### src/rtl/mem_load_ext.sv
// Load-data extractor: selects a byte/half/word/dword field from an aligned memory
// word, sign- or zero-extends it, and flags misaligned accesses through one register stage.
module mem_load_ext #(
  parameter int unsigned DATA_W = 32,
  parameter int unsigned CNT_W  = 8,
  localparam int unsigned OFF_W = $clog2(DATA_W / 8)
) (
  input  logic              clk,
  input  logic              resetn,
  input  logic              in_valid,
  output logic              in_ready,
  input  logic [DATA_W-1:0] in_data,
  input  logic [OFF_W-1:0]  in_off,
  input  logic [1:0]        in_size,
  input  logic              in_sign,
  output logic              out_valid,
  input  logic              out_ready,
  output logic [DATA_W-1:0] out_data,
  output logic              out_adel,
  input  logic              err_clr,
  output logic [CNT_W-1:0]  err_cnt
);

  logic [DATA_W-1:0] shifted;
  logic [DATA_W-1:0] mask;
  logic [DATA_W-1:0] ext_res;
  logic              sbit;
  logic              misaligned;
  logic              in_accept;

  assign in_ready  = !out_valid || out_ready;
  assign in_accept = in_valid && in_ready;

  // Field is moved down to bit 0 first; the mask then splits kept bits from extension bits.
  always_comb begin
    shifted    = in_data >> {in_off, 3'b000};
    mask       = '1;
    sbit       = 1'b0;
    misaligned = 1'b0;
    case (in_size)
      2'd0: begin
        mask = DATA_W'(64'h0000_0000_0000_00FF);
        sbit = shifted[7];
      end
      2'd1: begin
        mask       = DATA_W'(64'h0000_0000_0000_FFFF);
        sbit       = shifted[15];
        misaligned = in_off[0];
      end
      2'd2: begin
        mask       = DATA_W'(64'h0000_0000_FFFF_FFFF);
        sbit       = shifted[31];
        misaligned = (in_off[1:0] != 2'b00);
      end
      default: begin
        mask       = '1;
        sbit       = shifted[DATA_W-1];
        misaligned = (DATA_W == 32) || (in_off != '0);
      end
    endcase
    ext_res = (shifted & mask) | ({DATA_W{in_sign & sbit}} & ~mask);
  end

  always_ff @(posedge clk or negedge resetn) begin
    if (!resetn) begin
      out_valid <= 1'b0;
      out_data  <= '0;
      out_adel  <= 1'b0;
    end else if (in_accept) begin
      out_valid <= 1'b1;
      out_data  <= misaligned ? '0 : ext_res;
      out_adel  <= misaligned;
    end else if (out_ready) begin
      out_valid <= 1'b0;
    end
  end

  always_ff @(posedge clk or negedge resetn) begin
    if (!resetn) begin
      err_cnt <= '0;
    end else if (err_clr) begin
      err_cnt <= '0;
    end else if (in_accept && misaligned && (err_cnt != '1)) begin
      err_cnt <= err_cnt + 1'b1;
    end
  end

endmodule

### config.mk
export PLATFORM = sky130hd
export DESIGN_NAME = mem_load_ext
export DESIGN_NICKNAME = d
export VERILOG_FILES = /design/src/rtl/mem_load_ext.sv
export SDC_FILE = /design/constraint.sdc
export NUM_CORES = 1
export LEC_CHECK = 0
export BUFFER_PORTS_ARGS = -buffer_cell sky130_fd_sc_hd__clkbuf_2
export CORE_ASPECT_RATIO = 1.25
export CORE_MARGIN = 5
export CORE_UTILIZATION = 32
export CTS_CLUSTER_SIZE = 14
export DETAILED_ROUTE_END_ITERATION = 7
export GPL_TIMING_DRIVEN = 0
export SKIP_LAST_GASP = 1
export SYNTH_ARGS = -nofsm -noshare
export SYNTH_HDL_FRONTEND = slang
export SYNTH_SLANG_ARGS = --single-unit
### constraint.sdc
create_clock -name clk -period 2.4 [get_ports clk]
set_input_delay 0.12 -clock clk [delete_from_list [all_inputs] [get_ports clk]]
set_output_delay 0.12 -clock clk [all_outputs]
set_load 0.02 [all_outputs]
==> flow_summary.json, run 1 <==
{
  "ys_types": 37,
  "pin_count": 85,
  "finalHoldViolCount": 0,
  "clock_latency_ns": 0.29,
  "cts_buffer_depth": 2,
  "grt-ovfl-total": 0,
  "path_max_fanout": 10,
  "most-common-layout-cells": "83 x clkbuf_2, 42 x dfrtp_1, 21 x a21oi_1, 17 x o21ai_0",
  "cp_slowest_cell": "dfrtp_1",
  "hpwl_um": 5110,
  "dieArea_sq_mm": 0.00901,
  "path_delay_family": "simple AND/OR/NAND/NOR gates",
  "synthTopCellsByArea": "dfrtp_1 46%, a221o_1 6.5%, mux2i_1 6.5%",
  "cp-start-kind": "flip-flop",
  "areaGrowthSynthToFinish_pct": 26.3,
  "die_y_um": 105,
  "crit_type": "reg -> reg",
  "status": "finished clean",
  "initial_core_util": 0.331,
  "ys_ff_latch": 42,
  "nets": 349,
  "clock.fmax_ghz": 0.528,
  "wl_um": 6690,
  "synth_edf_count": 0,
  "grt_pass1_wl_um": 11000,
  "synth_top_area_share": 0.456,
  "post_cts_buffers": 0,
  "cts_hold_buf": 0,
  "p_per_area_mw_per_mm2": 568,
  "worstPathRequired_ns": 2.58,
  "ant_nets": 0,
  "ys.flop_type": "dfrtp_1",
  "cp_slowest_stage_delay_ns": 0.45,
  "die_w_um": 85.9,
  "drive_gt1_frac": 0.389,
  "syn_avg_cell_area_sq_um": 10.7,
  "core.rowCount": 34,
  "dr.pass1.iters": 4,
  "root_buffer": "clkbuf_8",
  "grtUsageTotal": 0.153,
  "crit_chain": "ha_1 -> nand4_1 -> nor2_1 -> clkbuf_1 -> nor4_1 -> mux2_2",
  "netlist_instances": 216,
  "place_congestion": 0.826,
  "cts_sinks": 42,
  "grt_max_degree": 43,
  "first_global_vias": 2099,
  "synth_area_sq_mm": 0.00231,
  "drv_cap": 0,
  "syn-num-nets": 259,
  "crit_buf_inv": 1,
  "synth_top_area_cell": "dfrtp_1",
  "leakage_nw": 1.43,
  "worst_slew_pin_slew_ns": 1.07,
  "layout_setup_ws_ns": 0.508,
  "slew_violations": 0,
  "num_vias": 2066,
  "whs_ns": 0.00632,
  "reg2reg_depth": 6,
  "cts_tree": "done",
  "drcViolationCount": 0,
  "core_sq_mm": 0.00698,
  "htree_num_levels": 2,
  "power_mw": 1.65,
  "holdCritPathClass": "in -> async",
  "final.fill_count": 719,
  "slew_headroom": 0.287,
  "antenna_found_initial": 0,
  "finalSetupViolCount": 0,
  "min_period_over_period": 0.788,
  "clk_pin_slew_ns": 0.09,
  "drt-initial-drc-count": 129,
  "end_kind": "flip-flop",
  "arrival_ns": 2.08,
  "antenna_cells": 0,
  "numCtsBuffers": 5,
  "ctsResizeCount": 0,
  "dp_slack_ns": 0.498,
  "tns_ns": 0,
  "drt-wirelength-per-cell_um": 16.9,
  "cp_num_cells": 6,
  "final_common_cell": "clkbuf_2",
  "vdd_drop_max_v": 0.000236,
  "yosysWarnings": 0,
  "postSynth.asyncResetShare": 1.00,
  "routed_via_density": 5.22,
  "fin_crit_ns": 1.89,
  "yosysSeqAreaShare": 0.456,
  "port_buffers": 83,
  "fin_worst_skew_ns": 0.00553,
  "rsz0062_at_grt": "no"
}
worst paths after layout:
path,from,endpoint,slack (ns)
worst min register to register,out_data[1],out_data[1],0.49
worst max-delay path,err_cnt[0],err_cnt[5],0.51
min in group clk,in_valid,out_valid,0.08
worst max register to register,err_cnt[0],err_cnt[5],0.51
worst min-delay path,resetn,out_data[20],0.006
max in group asynchronous,resetn,out_data[2],1.73
area by class of cell:
type | instances | area (sq um) | area share
well taps | 90 | 113 | 0.0387
clock inverters | 2 | 10.0 | 0.00344
inverters | 2 | 7.51 | 0.00258
plain buffers | 16 | 95.1 | 0.0326
clock buffers | 5 | 68.8 | 0.0236
multi-input cells | 156 | 1150 | 0.396
repair buffers | 83 | 415 | 0.143
flip-flops and latches | 42 | 1050 | 0.361
per-stage QoR:
step	util	instance area (sq um)	std cells
final	0.418	2910	396
after global routing	0.418	2910	396
after CTS	0.418	2910	396
after detailed placement	0.406	2830	389
after global placement	0.406	2830	389
after floorplan	-	2310	216
registers in the layout (all words and copies together), names as in the netlist:
register	flops
err_cnt	8
out_adel	1
out_data	32
out_valid	1
power by group:
group / switching (mW) / total (mW) / internal [mW]
clock network: 0.244 / 0.439 / 0.196
logic: 0.251 / 0.410 / 0.159
registers: 0.0381 / 0.805 / 0.767
cells in the mapped netlist, types with 2 or more instances:
library cell  instances
buf_6                 3
mux2_2               11
nand3_1               4
buf_2                 4
nor3_1                2
nor2b_1               6
a21oi_1              21
nand2b_1              2
dfrtp_1              42
o31ai_1               3
buf_4                 2
clkbuf_1              7
nand4_1               2
nor2_1               14
nand2_1              15
or3_1                 2
a22o_1                9
inv_1                 2
or4_1                 3
a221o_1              15
o21ai_0              17
mux2i_1              15
logic make-up (layout without fill, tap and decap cells):
logic type               after synthesis  count (layout)  share of synthesized area
multiplexers                          27              27                      0.129
flip-flops                            42              42                      0.456
buffers and inverters                 18             108                     0.0445
AO/OA/AOI/OAI                         72              72                      0.226
adder cells (fa/ha/maj)                1               1                    0.00543
AND/OR/NAND/NOR                       56              56                      0.140
metal layers:
layer / track usage / up-vias / wire length [um]
met2: 0.246 / 73 / 3190
met1: 0.206 / 989 / 2940
met3: 0.0268 / 9 / 426
met4: 0.0498 / 0 / 127
met5: 0 / - / 0
li1: - / 995 / -
Note: power is estimated with default switching activity, not from simulation.
==> run 2: changes to the inputs <==
Clock period 2.4 ns to 1.6 ns, I/O delays scaled along.
==> run 2 against run 1 <==
  * The run now ends with hold timing left
  * Setup slack worse by 0.48 ns
  * Non-clock buffer count up 10
  * First-iteration DRC count down 33%
  * Maximum frequency up 21%
  * Total power up 64%
  * Final cell count up 2.8%
  * Hold slack worse by 0.044 ns
  * Sequential share of layout area down 2.3 points
  * Die area unchanged
  * Wire length up 3.9%
  * Sequential power up 50%
==> flow_summary.json, run 2 (synthesis results as in run 1) <==
{
  "status": "finished, violations left",
  "violations": "hold timing",
  "vdd_drop_max_v": 0.000466,
  "ant_nets": 0,
  "grt_pass1_wl_um": 11200,
  "leakage_nw": 1.51,
  "finalSetupViolCount": 0,
  "fin_worst_skew_ns": 0.00723,
  "seqCellArea_sq_mm": 0.00105,
  "final_common_cell": "clkbuf_2",
  "antenna_found_initial": 0,
  "clock_latency_ns": 0.30,
  "initial_core_util": 0.331,
  "num_vias": 2133,
  "fin_crit_ns": 1.57,
  "die_y_um": 105,
  "grt-ovfl-total": 0,
  "dieArea_sq_mm": 0.00901,
  "clk_pin_slew_ns": 0.09,
  "crit_type": "reg -> reg",
  "cts_buffer_depth": 2,
  "min_period_over_period": 0.981,
  "areaGrowthSynthToFinish_pct": 35.2,
  "worst_slew_pin_slew_ns": 1.08,
  "nets": 359,
  "drv_cap": 0,
  "reg2reg_slack_ns": 0.03,
  "core.rowCount": 34,
  "wl_um": 6950,
  "drt-wirelength-per-cell_um": 17.1,
  "pin_count": 85,
  "arrival_ns": 1.75,
  "slew_headroom": 0.279,
  "die_w_um": 85.9,
  "place_congestion": 0.781,
  "drive_gt1_frac": 0.445,
  "first_global_vias": 2203,
  "worstPathRequired_ns": 1.78,
  "power_mw": 2.71,
  "port_buffers": 83,
  "most-common-layout-cells": "85 x clkbuf_2, 39 x dfrtp_1, 20 x a21oi_1, 17 x o21ai_0",
  "core_sq_mm": 0.00698,
  "slew_violations": 0,
  "cp-start-kind": "flip-flop",
  "antenna_cells": 0,
  "multi_input_area_sq_mm": 0.00123,
  "numCtsBuffers": 5,
  "routed_via_density": 5.24,
  "grt_max_degree": 43,
  "rsz0062_at_grt": "yes",
  "largest_register_ffs": 32,
  "root_buffer": "clkbuf_8",
  "largestRegisters": "out_data: 32 flops, err_cnt: 8 flops",
  "grtUsageTotal": 0.157,
  "design_area_sq_mm": 0.00312,
  "hpwl_um": 5180,
  "drcViolationCount": 0,
  "holdCritPathClass": "in -> async",
  "p_per_area_mw_per_mm2": 870,
  "htree_num_levels": 2,
  "finalHoldViolCount": 42,
  "top_register": "out_data",
  "drt-initial-drc-count": 87,
  "path_max_fanout": 7,
  "cts_tree": "done",
  "whs_ns": -0.0379,
  "dr.pass1.iters": 4,
  "final.fill_count": 710,
  "place_area_sq_mm": 0.00288,
  "end_kind": "flip-flop",
  "cts_sinks": 42,
  "clock.fmax_ghz": 0.637
}
==> run 2: area by class of cell <==
cell class                      count  share of cell area
Buffer                             16              0.0357
Clock buffer                        6              0.0233
Clock inverter                      2              0.0120
Inverter                            2             0.00241
Multi-Input combinational cell    156               0.395
Sequential cell                    42               0.338
Tap cell                           90              0.0361
Timing Repair Buffer               93               0.157
==> run 2: final timing paths <==
check / from / endpoint / cells past startpoint
setup reg to reg: out_valid / err_cnt[6] / 6
min in group clk: in_data[26] / out_data[26] / 2
max in group asynchronous: resetn / err_cnt[1] / 1
hold / removal: resetn / out_data[25] / 1
setup / recovery: out_valid / err_cnt[6] / 6
hold reg to reg: out_data[2] / out_data[2] / 2
==> run 2: timing repair <==
action | in CTS | in global routing
setup buffers | 5 | 4
resized for setup | 3 | 15
hold buffers | 0 | 0
setup endpoints to repair | 13 | 19
pin swaps | 2 | 3
cloned | 0 | 1
==> run 2: report_power, final <==
group | switching (mW) | total (mW) | internal (mW)
clock network | 0.398 | 0.864 | 0.466
logic | 0.385 | 0.642 | 0.257
registers | 0.0564 | 1.21 | 1.15
==> run 2: layer usage <==
metal	GRT usage	wire [um]	vias to the layer above
met5	0	0	-
met4	0.0611	117	0
met3	0.0457	504	12
met2	0.259	3460	87
met1	0.191	2860	1021
li1	-	-	1013
==> run 2: worst max-delay path, stage by stage, from the launching register on <==
cell and delay, ns:
dfrtp_2 0.43, nand2b_4 0.11, nand4b_4 0.14, buf_6 0.16
buf_4 0.15, o31ai_1 0.36, a21oi_2 0.09
==> run 2: stage by stage <==
step / utilization / cells / setup WS (ns) / setup TNS (ns)
6_report: 0.447 / 407 / 0.0308 / 0
5_1_grt: 0.447 / 407 / -0.0268 / -0.0567
3_3_place_gp: 0.412 / 389 / -0.0407 / -0.369
2_1_floorplan: - / 216 / -0.00966 / -0.00966
3_5_place_dp: 0.412 / 389 / -0.0583 / -0.100
4_1_cts: 0.436 / 402 / 0.00955 / 0
